--- config.mk ---
export PLATFORM = sky130hd
export DESIGN_NAME = uart_rx_flat
export DESIGN_NICKNAME = d
export VERILOG_FILES = /design/src/rtl/uart_pkg.sv /design/src/rtl/uart_rx_if.sv /design/src/rtl/sync_2ff.sv /design/src/rtl/uart_rx.sv /design/src/flat_wrapper.sv
export SDC_FILE = /design/constraint.sdc
export NUM_CORES = 1
export LEC_CHECK = 0
export BUFFER_PORTS_ARGS = -buffer_cell sky130_fd_sc_hd__buf_2
export CAP_MARGIN = 5
export CORE_ASPECT_RATIO = 0.7
export CORE_MARGIN = 2
export CORE_UTILIZATION = 45
export CTS_BUF_LIST = sky130_fd_sc_hd__clkbuf_4 sky130_fd_sc_hd__clkbuf_8 sky130_fd_sc_hd__clkbuf_16
export CTS_CLUSTER_DIAMETER = 200
export DETAILED_ROUTE_END_ITERATION = 6
export HOLD_SLACK_MARGIN = 0.1
export MAX_ROUTING_LAYER = met4
export PLACE_DENSITY = 0.68
export SLEW_MARGIN = 25
export SYNTH_ARGS = -nofsm -noshare
export SYNTH_HDL_FRONTEND = slang
export SYNTH_HIERARCHICAL = 1
export SYNTH_SLANG_ARGS = --single-unit
--- constraint.sdc ---
create_clock -name clk -period 2.8 [get_ports clk]
set_input_delay 0.56 -clock clk [delete_from_list [all_inputs] [get_ports clk]]
set_output_delay 0.56 -clock clk [all_outputs]
set_load 0.02 [all_outputs]
--- src/rtl/uart_pkg.sv ---
// Shared UART definitions: receiver state encoding and baud timing helpers,
// common to the transmitter and receiver.
package uart_pkg;

  typedef enum logic [2:0] {
    IDLE,
    START,
    DATA,
    STOP,
    WAIT_HIGH
  } uart_state_t;

  function automatic int unsigned clks_per_bit(input int unsigned clk_hz, input int unsigned baud);
    return clk_hz / baud;
  endfunction

  function automatic int unsigned half_bit(input int unsigned clk_hz, input int unsigned baud);
    return clks_per_bit(clk_hz, baud) / 2;
  endfunction

  function automatic logic majority3(input logic [2:0] v);
    return (v[0] & v[1]) | (v[0] & v[2]) | (v[1] & v[2]);
  endfunction

endpackage

--- src/rtl/uart_rx_if.sv ---
// Serial input and received-byte outputs of the UART receiver.
interface uart_rx_if;
  logic       rx;
  logic [7:0] rx_data;
  logic       rx_valid;
  logic       rx_frame_err;
  logic       rx_busy;

  // master: the receiver itself; slave: whoever drives the line and consumes bytes
  modport master (input rx, output rx_data, output rx_valid, output rx_frame_err, output rx_busy);
  modport slave  (output rx, input rx_data, input rx_valid, input rx_frame_err, input rx_busy);
endinterface

--- src/rtl/sync_2ff.sv ---
// Two-flop synchronizer for a single asynchronous input bit.
module sync_2ff #(
  parameter logic RESET_VAL = 1'b1
) (
  input  logic clk,
  input  logic rst,
  input  logic d,
  output logic q
);
  logic meta_q;
  logic sync_q;

  always_ff @(posedge clk) begin
    if (rst) begin
      meta_q <= RESET_VAL;
      sync_q <= RESET_VAL;
    end else begin
      meta_q <= d;
      sync_q <= meta_q;
    end
  end

  assign q = sync_q;
endmodule

--- src/rtl/uart_rx.sv ---
// 8N1 UART receiver: synchronized line, 3-sample majority vote, mid-bit sampling.
module uart_rx
  import uart_pkg::*;
#(
  parameter int unsigned INPUT_CLOCK = 27000000,
  parameter int unsigned BAUD_RATE   = 9600
) (
  input  logic       clk,
  input  logic       rst,
  uart_rx_if.master  bus
);
  localparam int unsigned CLKS_PER_BIT = clks_per_bit(INPUT_CLOCK, BAUD_RATE);
  localparam int unsigned HALF_BIT     = half_bit(INPUT_CLOCK, BAUD_RATE);
  localparam int          CNT_W        = $clog2(CLKS_PER_BIT);
  localparam logic [CNT_W-1:0] BIT_LAST  = CNT_W'(CLKS_PER_BIT - 1);
  localparam logic [CNT_W-1:0] HALF_LAST = CNT_W'(HALF_BIT - 1);

  logic             rx_s;
  logic [2:0]       hist_q, hist_d;
  uart_state_t      state_q, state_d;
  logic [CNT_W-1:0] cnt_q, cnt_d;
  logic [2:0]       bit_idx_q, bit_idx_d;
  logic [7:0]       shift_q, shift_d;
  logic [7:0]       data_q, data_d;
  logic             valid_q, valid_d;
  logic             err_q, err_d;
  logic             sample;

  sync_2ff #(.RESET_VAL(1'b1)) u_sync (
    .clk (clk),
    .rst (rst),
    .d   (bus.rx),
    .q   (rx_s)
  );

  assign sample = majority3(hist_q);

  always_comb begin
    state_d   = state_q;
    cnt_d     = cnt_q;
    bit_idx_d = bit_idx_q;
    shift_d   = shift_q;
    data_d    = data_q;
    valid_d   = 1'b0;
    err_d     = 1'b0;
    hist_d    = {hist_q[1:0], rx_s};

    case (state_q)
      IDLE: begin
        if (!rx_s) begin
          state_d = START;
          cnt_d   = '0;
        end
      end
      START: begin
        // A start bit that is not still low at mid-bit is treated as a glitch
        if (cnt_q == HALF_LAST) begin
          cnt_d     = '0;
          bit_idx_d = '0;
          state_d   = sample ? IDLE : DATA;
        end else begin
          cnt_d = cnt_q + 1'b1;
        end
      end
      DATA: begin
        if (cnt_q == BIT_LAST) begin
          cnt_d     = '0;
          shift_d   = {sample, shift_q[7:1]};
          bit_idx_d = bit_idx_q + 1'b1;
          if (bit_idx_q == 3'd7) state_d = STOP;
        end else begin
          cnt_d = cnt_q + 1'b1;
        end
      end
      STOP: begin
        if (cnt_q == BIT_LAST) begin
          cnt_d = '0;
          if (sample) begin
            data_d  = shift_q;
            valid_d = 1'b1;
            state_d = IDLE;
          end else begin
            err_d   = 1'b1;
            state_d = WAIT_HIGH;
          end
        end else begin
          cnt_d = cnt_q + 1'b1;
        end
      end
      WAIT_HIGH: begin
        if (rx_s) state_d = IDLE;
      end
      default: state_d = IDLE;
    endcase
  end

  always_ff @(posedge clk) begin
    if (rst) begin
      hist_q    <= 3'b111;
      state_q   <= IDLE;
      cnt_q     <= '0;
      bit_idx_q <= '0;
      shift_q   <= '0;
      data_q    <= '0;
      valid_q   <= 1'b0;
      err_q     <= 1'b0;
    end else begin
      hist_q    <= hist_d;
      state_q   <= state_d;
      cnt_q     <= cnt_d;
      bit_idx_q <= bit_idx_d;
      shift_q   <= shift_d;
      data_q    <= data_d;
      valid_q   <= valid_d;
      err_q     <= err_d;
    end
  end

  assign bus.rx_data      = data_q;
  assign bus.rx_valid     = valid_q;
  assign bus.rx_frame_err = err_q;
  assign bus.rx_busy      = (state_q != IDLE);
endmodule

--- src/flat_wrapper.sv ---
// flat-port wrapper written by rule: the top's interface ports become plain ports
module uart_rx_flat import uart_pkg::*;
#(
  parameter int unsigned INPUT_CLOCK = 27000000,
  parameter int unsigned BAUD_RATE   = 9600
)
  (clk, rst, bus_rx, bus_rx_data, bus_rx_valid, bus_rx_frame_err, bus_rx_busy);
  uart_rx_if bus_i ();
  input  logic clk;
  input  logic rst;
  input wire logic [$bits(bus_i.rx)-1:0] bus_rx;
  output wire logic [$bits(bus_i.rx_data)-1:0] bus_rx_data;
  output wire logic [$bits(bus_i.rx_valid)-1:0] bus_rx_valid;
  output wire logic [$bits(bus_i.rx_frame_err)-1:0] bus_rx_frame_err;
  output wire logic [$bits(bus_i.rx_busy)-1:0] bus_rx_busy;
  assign bus_i.rx = bus_rx;
  assign bus_rx_data = bus_i.rx_data;
  assign bus_rx_valid = bus_i.rx_valid;
  assign bus_rx_frame_err = bus_i.rx_frame_err;
  assign bus_rx_busy = bus_i.rx_busy;
  uart_rx #(.INPUT_CLOCK(INPUT_CLOCK), .BAUD_RATE(BAUD_RATE)) u_core (.clk(clk), .rst(rst), .bus(bus_i));
endmodule
==> results of run 1 <==
[cell usage in the layout, fill, tap and decap left out, types with 2 or more instances in the layout]
cell	n
sky130_fd_sc_hd__buf_2	13
sky130_fd_sc_hd__o31a_1	2
sky130_fd_sc_hd__o2111ai_1	2
sky130_fd_sc_hd__nand2b_1	3
sky130_fd_sc_hd__nand4_1	4
sky130_fd_sc_hd__nor2_1	16
sky130_fd_sc_hd__inv_1	9
sky130_fd_sc_hd__dfxtp_1	41
sky130_fd_sc_hd__nand3b_1	4
sky130_fd_sc_hd__and4_1	2
sky130_fd_sc_hd__buf_4	3
sky130_fd_sc_hd__or2_2	4
sky130_fd_sc_hd__o211ai_1	4
sky130_fd_sc_hd__or3_1	3
sky130_fd_sc_hd__o221ai_1	6
sky130_fd_sc_hd__o21ai_0	12
sky130_fd_sc_hd__ha_1	4
sky130_fd_sc_hd__a22oi_1	3
sky130_fd_sc_hd__a21oi_1	14
sky130_fd_sc_hd__mux2i_1	9
sky130_fd_sc_hd__nor2b_1	2
sky130_fd_sc_hd__nand2_1	23
sky130_fd_sc_hd__clkbuf_8	6
sky130_fd_sc_hd__and3b_1	2
sky130_fd_sc_hd__o21ai_1	2
sky130_fd_sc_hd__or2_1	2
sky130_fd_sc_hd__nand3_1	12
sky130_fd_sc_hd__and2_1	2
sky130_fd_sc_hd__nor3_1	5
[worst paths after layout]
check                                           from           endpoint  slack, ns  depth (start not counted)
worst max-delay path                 u_core/cnt_q[0]  u_core/state_q[0]       0.87                          5
worst min-delay path            u_core/u_sync/meta_q    u_core/u_sync/q       0.41                          1
worst max register to register       u_core/cnt_q[0]  u_core/state_q[0]       0.87                          5
worst min register to register  u_core/u_sync/meta_q    u_core/u_sync/q       0.41                          1
[layout make-up]
class	instances	area, sq um	share of cell area, %
sequential	41	820.8	37.19
clock buffer	6	82.58	3.741
timing repair buffer	16	87.58	3.968
clock inverter	2	37.54	1.701
inverter	9	33.78	1.531
multi-input combinational	162	1076	48.75
tap	55	68.82	3.118
[metrics by stage]
step           std cells  setup slack (ns)
3_5_place_dp         283            0.8852
3_3_place_gp         283            0.9225
5_1_grt              291            0.7168
4_1_cts              291            0.8689
2_1_floorplan        224             1.101
6_report             291            0.8700
[Yosys cell counts, drive strengths merged, types with 3 or more instances]
master  number
nand2       23
and2         3
a22oi        3
dfxtp       41
or2          6
buf          7
nor3         6
o221ai       6
nand4        4
nand3b       5
or3          3
clkbuf       5
ha           4
nor2        16
inv          9
a21oi       14
mux2i        9
o211ai       4
nand2b       3
o21ai       14
nand3       12
[state kept, by name, indices dropped and copies added (netlist names)]
signal                   count
u_core/cnt_q                12
u_core/bus.rx_data           8
u_core/shift_q               8
u_core/bit_idx_q             3
u_core/hist_q                3
u_core/state_q               3
u_core/bus.rx_frame_err      1
u_core/bus.rx_valid          1
u_core/u_sync/meta_q         1
u_core/u_sync/q              1
[cell families (layout without fill, tap and decap cells)]
family          Yosys count  after routing  synth area share [%]
xor+xnor                  2              2                0.8796
fa+ha+maj                 5              5                 3.015
compound gates           50             50                 17.09
buf+inv                  21             33                 4.774
simple gates             96             96                 28.52
mux                       9              9                 4.523
flops                    41             41                 41.21
[routing by layer]
layer  track usage (%)  part of all wire, %  vias to the layer above
li1                  -                    -                      825
met1             24.32                   58                      706
met2             25.23                   39                       19
met3             4.282                  3.4                        0
met4             2.765                    0                        0
met5                 -                    0                        -
[report_power, final]
group	internal (W)	switching, W
logic	0.0000152	0.0000249
clock network	0.000290	0.000204
registers	0.000591	0.00000864
total	0.000896	0.000238
==> run_summary.xml, run 1 <==
<?xml version="1.0" encoding="UTF-8"?>
<metrics>
  <group name="pwr">
    <metric name="max-vdd-ir-drop" unit="uV">422.3</metric>
    <metric name="p_total" unit="W">0.001133</metric>
    <metric name="powerDensity" unit="mW/mm^2">513.5</metric>
    <metric name="total_leakage_power" unit="nW">0.8808</metric>
  </group>
  <group name="routing">
    <metric name="avgViaCountPerCell" unit="">5.326</metric>
    <metric name="dr.pass1.iters" unit="">4</metric>
    <metric name="avgRoutedWirePerCell" unit="um">13.30</metric>
    <metric name="drt_drc_violations_left" unit="">0</metric>
    <metric name="drtIter0Drc" unit="">84</metric>
    <metric name="route.vias.total" unit="">1550</metric>
    <metric name="routed_wirelength" unit="mm">3.870</metric>
    <metric name="drtAntennaViolNets" unit="">0</metric>
  </group>
  <group name="logic_synthesis">
    <metric name="yosys_most_used_dff" unit="">sky130_fd_sc_hd__dfxtp_1</metric>
    <metric name="synth_cells" unit="">224</metric>
    <metric name="ys_seq_elements" unit="">41</metric>
    <metric name="synth-async-reset-ratio" unit="%">0</metric>
    <metric name="synth.yosys.seq_area_share" unit="%">41.21</metric>
    <metric name="ys_top_cells_by_area" unit="">sky130_fd_sc_hd__dfxtp_1 41%, sky130_fd_sc_hd__mux2i_1 4.5%, sky130_fd_sc_hd__nand2_1 4.3%, sky130_fd_sc_hd__a21oi_1 3.5%, sky130_fd_sc_hd__nand3_1 3.0%</metric>
    <metric name="synth_edf_count" unit="">0</metric>
    <metric name="synthesis.area_per_instance" unit="sq um">8.892</metric>
    <metric name="synth_top_area_cell" unit="">sky130_fd_sc_hd__dfxtp_1</metric>
    <metric name="mappedNetlistNets" unit="">231</metric>
    <metric name="synth_top_area_share" unit="%">41.21</metric>
    <metric name="syn_area" unit="sq mm">0.001992</metric>
    <metric name="synth.yosys.warnings" unit="">6</metric>
    <metric name="yosys.cell_types.count" unit="">51</metric>
  </group>
  <group name="placement">
    <metric name="place_congestion" unit="">0.8429</metric>
    <metric name="placedInstanceArea" unit="sq mm">0.002087</metric>
    <metric name="port_buffers" unit="">13</metric>
    <metric name="dpl.hpwl" unit="mm">2.748</metric>
  </group>
  <group name="clocking">
    <metric name="clk_transition_reported_paths" unit="ns">0.08</metric>
    <metric name="total_of_hold_buffers_inserted_after_clock_tree_synthesis" unit="">0</metric>
    <metric name="post_cts_resized" unit="">0</metric>
    <metric name="tritoncts_num_sinks" unit="">41</metric>
    <metric name="tritoncts_buffer_count" unit="">5</metric>
    <metric name="postCtsSetupRepairBufs" unit="">0</metric>
    <metric name="cts-root-to-sink-buffers" unit="">2</metric>
    <metric name="ctsHtreeMaxLevel" unit="">2</metric>
    <metric name="cts.root.buffer_cell" unit="">sky130_fd_sc_hd__clkbuf_8</metric>
    <metric name="insertion_delay" unit="ns">0.28</metric>
    <metric name="cts_tree" unit="">done</metric>
  </group>
  <group name="setup_path">
    <metric name="cp_max_fo" unit="">16</metric>
    <metric name="worst_path_max_stage_delay" unit="ns">0.46</metric>
    <metric name="cp.arrival" unit="ns">2.15</metric>
    <metric name="cp_slowest_cell" unit="">sky130_fd_sc_hd__o31a_1</metric>
    <metric name="crit_type" unit="">register to register</metric>
    <metric name="cp_cell_sequence" unit="">ha_1 -&gt; nand4b_2 -&gt; o31a_1 -&gt; or3_1 -&gt; a21boi_1</metric>
    <metric name="critPathRequiredTime" unit="ns">3.02</metric>
    <metric name="critical_path.n_buffers_inverters" unit="">0</metric>
    <metric name="crit_family" unit="">simple AND/OR/NAND/NOR gates</metric>
    <metric name="setup.worst_path.end_class" unit="">register</metric>
    <metric name="critPathLaunchType" unit="">register</metric>
  </group>
  <group name="layout">
    <metric name="numnets_final" unit="">242</metric>
    <metric name="synthToLayoutAreaGrowth" unit="%">10.80</metric>
    <metric name="final_util" unit="%">51.28</metric>
    <metric name="fillers" unit="">414</metric>
    <metric name="finish.instance_area" unit="sq mm">0.002207</metric>
    <metric name="n_antenna_cell" unit="">0</metric>
    <metric name="drive_gt1_share" unit="%">15.68</metric>
  </group>
  <group name="global_route">
    <metric name="antenna_violations_before_repair" unit="">0</metric>
    <metric name="grt_util_all_layers" unit="%">17.09</metric>
    <metric name="grt_pass1_vias" unit="">1387</metric>
    <metric name="grt_overflow" unit="">0</metric>
    <metric name="grt_max_degree" unit="">32</metric>
    <metric name="grt_pass1_wl" unit="mm">6.651</metric>
  </group>
  <group name="sta">
    <metric name="relSlewSlack" unit="%">59.73</metric>
    <metric name="hold_viol_final" unit="">0</metric>
    <metric name="rsz0062_at_grt" unit="">false</metric>
    <metric name="post-route-period-util" unit="%">68.93</metric>
    <metric name="max_clock_freq" unit="MHz">518.1</metric>
    <metric name="report.final.slew_viol_count" unit="">0</metric>
    <metric name="worst-slew-pin-transition" unit="ns">0.6008</metric>
    <metric name="timing.clock.skew" unit="ns">0.003118</metric>
    <metric name="post_route_setup_tns" unit="ns">0</metric>
    <metric name="hold-worst-slack" unit="ns">0.4075</metric>
    <metric name="fin_crit" unit="ns">1.930</metric>
    <metric name="setup_viol_count_final" unit="">0</metric>
  </group>
  <group name="floorplanning">
    <metric name="fp.dieW" unit="um">83.52</metric>
    <metric name="core_region_area" unit="sq mm">0.004304</metric>
    <metric name="fp.dieH" unit="um">59.67</metric>
    <metric name="io_pins" unit="">14</metric>
    <metric name="design.die.area" unit="sq mm">0.004983</metric>
    <metric name="num_rows" unit="">20</metric>
    <metric name="start_util" unit="%">46.28</metric>
  </group>
  <group name="status">
    <metric name="outcome" unit="">finished clean</metric>
  </group>
  <group name="run">
    <metric name="drv_cap" unit="">0</metric>
  </group>
  <group name="hold_path">
    <metric name="min-delay-path-class" unit="">register to register</metric>
  </group>
</metrics>
No activity file was read; power rests on OpenSTA's default activity.
==> run 2, diff against run 1 <==
==> constraint.sdc (replaced) <==
create_clock -name clk -period 1.8 [get_ports clk]
set_input_delay 0.36 -clock clk [delete_from_list [all_inputs] [get_ports clk]]
set_output_delay 0.36 -clock clk [all_outputs]
set_load 0.02 [all_outputs]
==> run_summary.xml, run 2 (synthesis gave the netlist of run 1 again) <==
<?xml version="1.0" encoding="UTF-8"?>
<metrics>
  <group name="layout">
    <metric name="largest_register_ffs" unit="">12</metric>
    <metric name="registers.top_by_ff_count" unit="">u_core/cnt_q</metric>
    <metric name="drive_gt1_share" unit="%">22.44</metric>
    <metric name="fillers" unit="">402</metric>
    <metric name="n_antenna_cell" unit="">0</metric>
    <metric name="post_layout_nonfiller_instances" unit="">309</metric>
    <metric name="most_frequent_cells_in_the_layout" unit="">41 x sky130_fd_sc_hd__dfxtp_1, 23 x sky130_fd_sc_hd__nand2_1, 19 x sky130_fd_sc_hd__buf_4</metric>
    <metric name="numnets_final" unit="">260</metric>
    <metric name="multiInputGateArea" unit="sq mm">0.001082</metric>
    <metric name="synthToLayoutAreaGrowth" unit="%">19.16</metric>
    <metric name="most_common_cell_after_layout_fill_and_taps_aside" unit="">sky130_fd_sc_hd__dfxtp_1</metric>
    <metric name="area.sequential" unit="sq um">820.8</metric>
  </group>
  <group name="pwr">
    <metric name="max-vdd-ir-drop" unit="uV">508.2</metric>
    <metric name="switchingPower" unit="W">0.0003692</metric>
    <metric name="seq_power_share" unit="%">52.2</metric>
    <metric name="total_leakage_power" unit="nW">0.9867</metric>
    <metric name="power.internal" unit="W">0.001416</metric>
    <metric name="pwr-share-comb" unit="%">4.0</metric>
    <metric name="netSwitchingFraction" unit="%">20.68</metric>
    <metric name="powerDensity" unit="mW/mm^2">752.0</metric>
    <metric name="clockPowerShare" unit="%">43.8</metric>
    <metric name="p_total" unit="W">0.001785</metric>
  </group>
  <group name="sta">
    <metric name="hold_viol_final" unit="">0</metric>
    <metric name="max_clock_freq" unit="MHz">575.7</metric>
    <metric name="post-route-period-util" unit="%">96.49</metric>
    <metric name="setup_viol_count_final" unit="">0</metric>
    <metric name="relSlewSlack" unit="%">72.07</metric>
    <metric name="report.final.slew_viol_count" unit="">0</metric>
    <metric name="post_route_setup_tns" unit="ns">0</metric>
    <metric name="worst-slew-pin-transition" unit="ns">0.4190</metric>
    <metric name="fin_crit" unit="ns">1.737</metric>
    <metric name="timing.clock.skew" unit="ns">0.003690</metric>
    <metric name="rsz0062_at_grt" unit="">false</metric>
  </group>
  <group name="setup_path">
    <metric name="timing.reg2reg.worst_path_depth" unit="">6</metric>
    <metric name="critPathLaunchType" unit="">register</metric>
    <metric name="reg2reg_slack" unit="ns">0.06</metric>
    <metric name="regToRegStartpoint" unit="">u_core/cnt_q[0]</metric>
    <metric name="setup.worst_path.end_class" unit="">register</metric>
    <metric name="reg2reg_to" unit="">u_core/cnt_q[9]</metric>
    <metric name="critPathRequiredTime" unit="ns">1.98</metric>
    <metric name="cp_max_fo" unit="">11</metric>
    <metric name="crit_type" unit="">register to register</metric>
    <metric name="cp.arrival" unit="ns">1.92</metric>
  </group>
  <group name="global_route">
    <metric name="grt_pass1_vias" unit="">1432</metric>
    <metric name="grt_max_degree" unit="">28</metric>
    <metric name="grt_util_all_layers" unit="%">17.96</metric>
    <metric name="grt_pass1_wl" unit="mm">6.851</metric>
    <metric name="antenna_violations_before_repair" unit="">0</metric>
    <metric name="grt_overflow" unit="">0</metric>
  </group>
  <group name="clocking">
    <metric name="insertion_delay" unit="ns">0.29</metric>
    <metric name="clk_transition_reported_paths" unit="ns">0.08</metric>
    <metric name="postCtsSetupRepairBufs" unit="">0</metric>
    <metric name="cts-root-to-sink-buffers" unit="">2</metric>
    <metric name="ctsHtreeMaxLevel" unit="">2</metric>
    <metric name="cts.root.buffer_cell" unit="">sky130_fd_sc_hd__clkbuf_8</metric>
    <metric name="tritoncts_num_sinks" unit="">41</metric>
    <metric name="cts_tree" unit="">done</metric>
    <metric name="tritoncts_buffer_count" unit="">5</metric>
    <metric name="total_of_hold_buffers_inserted_after_clock_tree_synthesis" unit="">0</metric>
  </group>
  <group name="floorplanning">
    <metric name="fp.dieW" unit="um">83.52</metric>
    <metric name="core_region_area" unit="sq mm">0.004304</metric>
    <metric name="fp.dieH" unit="um">59.67</metric>
    <metric name="io_pins" unit="">14</metric>
    <metric name="design.die.area" unit="sq mm">0.004983</metric>
    <metric name="start_util" unit="%">46.28</metric>
    <metric name="num_rows" unit="">20</metric>
  </group>
  <group name="routing">
    <metric name="route.vias.total" unit="">1664</metric>
    <metric name="dr.pass1.iters" unit="">4</metric>
    <metric name="routed_wirelength" unit="mm">4.209</metric>
    <metric name="avgViaCountPerCell" unit="">5.385</metric>
    <metric name="drtIter0Drc" unit="">124</metric>
    <metric name="drtAntennaViolNets" unit="">0</metric>
    <metric name="avgRoutedWirePerCell" unit="um">13.62</metric>
    <metric name="drt_drc_violations_left" unit="">0</metric>
  </group>
  <group name="hold_path">
    <metric name="hold_start" unit="">bus_rx</metric>
    <metric name="worst_hold_path.num_cells" unit="">2</metric>
    <metric name="min-delay-path-class" unit="">input pin to register</metric>
    <metric name="hold_path_end" unit="">u_core/u_sync/meta_q</metric>
  </group>
  <group name="placement">
    <metric name="dpl.hpwl" unit="mm">2.981</metric>
    <metric name="place_congestion" unit="">0.8332</metric>
    <metric name="port_buffers" unit="">13</metric>
    <metric name="dpl.cell_count" unit="">301</metric>
  </group>
  <group name="status">
    <metric name="outcome" unit="">finished clean</metric>
  </group>
  <group name="run">
    <metric name="drv_cap" unit="">0</metric>
  </group>
</metrics>
==> run 2: changes by cell type in the layout (fill, tap and decap cells not counted), sizes merged <==
cell      delta
buf         +18
clkinvlp     -1
clkbuf       +1
==> run 2: worst max path at each step <==
stage | start | end | cells past startpoint
global route | u_core/cnt_q[1] | u_core/cnt_q[5] | 8
detailed placement | u_core/cnt_q[0] | u_core/bus.rx_data[5] | 6
CTS | u_core/cnt_q[0] | u_core/bus.rx_data[5] | 6
global placement | u_core/cnt_q[1] | u_core/cnt_q[9] | 6
finish | u_core/cnt_q[0] | u_core/cnt_q[9] | 6
floorplan | u_core/cnt_q[0] | u_core/cnt_q[7] | 6
==> run 2: power by group through the flow <==
stage	sequential, W	clock [W]	combinational, W
after floorplan	0.000950	0	0.0000478
after global placement	0.000953	0	0.0000696
after detailed placement	0.000953	0	0.0000706
after CTS	0.000931	0.000802	0.0000715
after global routing	0.000934	0.000835	0.0000778
final	0.000931	0.000782	0.0000715
==> run 2: repair_timing <==
item,CTS,global route
resized for setup,0,3
endpoints found under the hold margin,0,0
endpoints found under the setup margin,0,9
==> run 2: layout make-up <==
type                    count  share of cell area (%)
inverters                   9                   1.423
well taps                  55                   2.899
multi-input cells         162                   45.60
clock buffers               7                   3.795
flip-flops and latches     41                   34.58
clock inverters             1                   1.265
repair buffers             34                   10.44
==> run 2: worst max-delay path, cell delays in order (launching register included) <==
cell                       delay [ns]
sky130_fd_sc_hd__dfxtp_1         0.34
sky130_fd_sc_hd__ha_1            0.18
sky130_fd_sc_hd__nand4b_2        0.15
sky130_fd_sc_hd__o31a_1          0.41
sky130_fd_sc_hd__buf_4           0.22
sky130_fd_sc_hd__o211ai_1        0.21
sky130_fd_sc_hd__a22oi_1         0.12
==> run 2: per-layer routing <==
metal	vias up	GRT usage, %	share of wire, %
met5	-	-	0
li1	865	-	-
met4	0	6.912	1.4
met3	7	4.558	5.1
met2	38	23.96	38
met1	754	25.85	56
==> run 2: metrics by stage <==
step	hold slack, ns	instance area, sq um	utilization, %	setup WS (ns)
final	0.2424	2374	55.15	0.06310
after global routing	0.2392	2374	55.15	0.005691
after CTS	0.2332	2367	55.00	0.07191
after detailed placement	0.3899	2247	52.21	0.08207
after global placement	0.3926	2247	52.21	0.1225
after floorplan	0.3832	1992	-	0.1009
==> run 3, diff against run 2 <==
--- a/config.mk
+++ b/config.mk
@@ -5,7 +5,6 @@
 export SDC_FILE = /design/constraint.sdc
 export NUM_CORES = 1
 export LEC_CHECK = 0
-export BUFFER_PORTS_ARGS = -buffer_cell sky130_fd_sc_hd__buf_2
 export CAP_MARGIN = 5
 export CORE_ASPECT_RATIO = 0.7
 export CORE_MARGIN = 2
@@ -13,9 +12,10 @@
 export CTS_BUF_LIST = sky130_fd_sc_hd__clkbuf_4 sky130_fd_sc_hd__clkbuf_8 sky130_fd_sc_hd__clkbuf_16
 export CTS_CLUSTER_DIAMETER = 200
 export DETAILED_ROUTE_END_ITERATION = 6
+export DONT_BUFFER_PORTS = 1
 export HOLD_SLACK_MARGIN = 0.1
 export MAX_ROUTING_LAYER = met4
-export PLACE_DENSITY = 0.68
+export PLACE_DENSITY = 0.66
 export SLEW_MARGIN = 25
 export SYNTH_ARGS = -nofsm -noshare
 export SYNTH_HDL_FRONTEND = slang
==> run_summary.xml, run 3 (synthesis gave the netlist of run 1 again) <==
<?xml version="1.0" encoding="UTF-8"?>
<metrics>
  <group name="layout">
    <metric name="most_frequent_cells_in_the_layout" unit="">41 x sky130_fd_sc_hd__dfxtp_1, 23 x sky130_fd_sc_hd__nand2_1, 21 x sky130_fd_sc_hd__buf_4</metric>
    <metric name="numnets_final" unit="">249</metric>
    <metric name="post_layout_nonfiller_instances" unit="">297</metric>
    <metric name="largest_register_ffs" unit="">12</metric>
    <metric name="synthToLayoutAreaGrowth" unit="%">15.83</metric>
    <metric name="most_common_cell_after_layout_fill_and_taps_aside" unit="">sky130_fd_sc_hd__dfxtp_1</metric>
    <metric name="registers.top_by_ff_count" unit="">u_core/cnt_q</metric>
    <metric name="n_antenna_cell" unit="">0</metric>
    <metric name="drive_gt1_share" unit="%">18.60</metric>
  </group>
  <group name="floorplanning">
    <metric name="core_region_area" unit="sq mm">0.004304</metric>
    <metric name="fp.dieW" unit="um">83.52</metric>
    <metric name="fp.dieH" unit="um">59.67</metric>
    <metric name="start_util" unit="%">46.28</metric>
    <metric name="io_pins" unit="">14</metric>
    <metric name="design.die.area" unit="sq mm">0.004983</metric>
    <metric name="num_rows" unit="">20</metric>
  </group>
  <group name="placement">
    <metric name="port_buffers" unit="">0</metric>
    <metric name="dpl.cell_count" unit="">290</metric>
    <metric name="dpl.hpwl" unit="mm">3.001</metric>
    <metric name="place_congestion" unit="">0.8171</metric>
    <metric name="placement.setup.worst_slack" unit="ns">0.05722</metric>
  </group>
  <group name="clocking">
    <metric name="ctsHtreeMaxLevel" unit="">2</metric>
    <metric name="postCtsSetupRepairBufs" unit="">0</metric>
    <metric name="cts_tree" unit="">done</metric>
    <metric name="cts-root-to-sink-buffers" unit="">2</metric>
    <metric name="insertion_delay" unit="ns">0.29</metric>
    <metric name="post_cts_resized" unit="">0</metric>
    <metric name="total_of_hold_buffers_inserted_after_clock_tree_synthesis" unit="">0</metric>
    <metric name="tritoncts_buffer_count" unit="">5</metric>
    <metric name="tritoncts_num_sinks" unit="">41</metric>
    <metric name="clk_transition_reported_paths" unit="ns">0.08</metric>
    <metric name="cts.root.buffer_cell" unit="">sky130_fd_sc_hd__clkbuf_8</metric>
  </group>
  <group name="routing">
    <metric name="drtIter0Drc" unit="">156</metric>
    <metric name="routed_wirelength" unit="mm">4.105</metric>
    <metric name="drtAntennaViolNets" unit="">0</metric>
    <metric name="drt_drc_violations_left" unit="">0</metric>
    <metric name="route.vias.total" unit="">1598</metric>
    <metric name="dr.pass1.iters" unit="">4</metric>
    <metric name="avgViaCountPerCell" unit="">5.380</metric>
    <metric name="avgRoutedWirePerCell" unit="um">13.82</metric>
  </group>
  <group name="sta">
    <metric name="hold_viol_final" unit="">0</metric>
    <metric name="rsz0062_at_grt" unit="">true</metric>
    <metric name="post_route_setup_tns" unit="ns">0</metric>
    <metric name="worst-slew-pin-transition" unit="ns">0.4050</metric>
    <metric name="hold-worst-slack" unit="ns">0.1297</metric>
    <metric name="finalWorstSetupSlack" unit="ns">0.1009</metric>
    <metric name="max_clock_freq" unit="MHz">588.6</metric>
    <metric name="report.final.slew_viol_count" unit="">0</metric>
    <metric name="fin_crit" unit="ns">1.699</metric>
    <metric name="relSlewSlack" unit="%">72.99</metric>
    <metric name="post-route-period-util" unit="%">94.39</metric>
    <metric name="timing.clock.skew" unit="ns">0.007015</metric>
    <metric name="setup_viol_count_final" unit="">0</metric>
  </group>
  <group name="global_route">
    <metric name="antenna_violations_before_repair" unit="">0</metric>
    <metric name="grt_pass1_wl" unit="mm">7.120</metric>
    <metric name="grt_max_degree" unit="">32</metric>
    <metric name="grt_pass1_vias" unit="">1429</metric>
    <metric name="grt_util_all_layers" unit="%">18.67</metric>
    <metric name="grt_overflow" unit="">0</metric>
  </group>
  <group name="pwr">
    <metric name="total_leakage_power" unit="nW">0.9206</metric>
    <metric name="powerDensity" unit="mW/mm^2">736.3</metric>
    <metric name="max-vdd-ir-drop" unit="uV">513.8</metric>
  </group>
  <group name="status">
    <metric name="outcome" unit="">finished clean</metric>
  </group>
  <group name="hold_path">
    <metric name="min-delay-path-class" unit="">input pin to register</metric>
  </group>
  <group name="setup_path">
    <metric name="setup.worst_path.end_class" unit="">register</metric>
    <metric name="critPathLaunchType" unit="">register</metric>
    <metric name="crit_type" unit="">register to register</metric>
    <metric name="critPathRequiredTime" unit="ns">1.97</metric>
    <metric name="cp_max_fo" unit="">11</metric>
    <metric name="cp.arrival" unit="ns">1.87</metric>
  </group>
  <group name="run">
    <metric name="drv_cap" unit="">0</metric>
  </group>
</metrics>
[run 3: cell types whose count changed in the layout (fill, tap and decap cells not counted), sizes merged]
cell,before,now
buf,34,23
clkbuf,7,5
clkinv,0,1
[run 3: final cells by class]
cell class / instances / area [sq um]
flip-flops and latches: 41 / 820.8
inverters: 9 / 33.78
clock buffers: 5 / 68.82
multi-input cells: 162 / 1082
repair buffers: 23 / 197.7
fillers: 416 / 1997
well taps: 55 / 68.82
clock inverters: 2 / 35.03
[run 3: layer usage]
metal / wire (um) / GRT usage (%) / up-vias
met5: 0 / - / -
met4: 36 / 5.530 / 0
met3: 216 / 5.663 / 5
met2: 1540 / 23.16 / 29
met1: 2312 / 28.21 / 727
li1: - / - / 837
[run 3: final timing paths]
check / from / to / slack (ns) / depth (start not counted)
setup reg to reg: u_core/cnt_q[0] / u_core/cnt_q[5] / 0.10 / 6
hold reg to reg: u_core/u_sync/meta_q / u_core/u_sync/q / 0.41 / 1
setup / recovery: u_core/cnt_q[0] / u_core/cnt_q[5] / 0.10 / 6
hold / removal: rst / u_core/bit_idx_q[1] / 0.13 / 1
[run 3: per-stage QoR]
stage           power, W  instance area, sq um  utilization, %
6_report        0.001699                  2307           53.60
2_1_floorplan  0.0009975                  1992               -
4_1_cts         0.001718                  2301           53.46
5_1_grt         0.001761                  2307           53.60
3_5_place_dp    0.001012                  2197           51.05
3_3_place_gp    0.001012                  2197           51.05
[run 3: worst max-delay path, cell delays in order, from the launching register on]
cell	delay, ns
sky130_fd_sc_hd__dfxtp_1	0.36
sky130_fd_sc_hd__ha_1	0.20
sky130_fd_sc_hd__nand4b_2	0.14
sky130_fd_sc_hd__o31a_2	0.40
sky130_fd_sc_hd__buf_4	0.19
sky130_fd_sc_hd__o2111ai_1	0.19
sky130_fd_sc_hd__a22oi_1	0.11
[run 3: power by group]
| group | internal, W | switching [W] | total [W] |
|---|---|---|---|
| combinational | 0.0000288 | 0.0000312 | 0.0000600 |
| clock | 0.000403 | 0.000305 | 0.000708 |
| sequential | 0.000919 | 0.0000120 | 0.000931 |
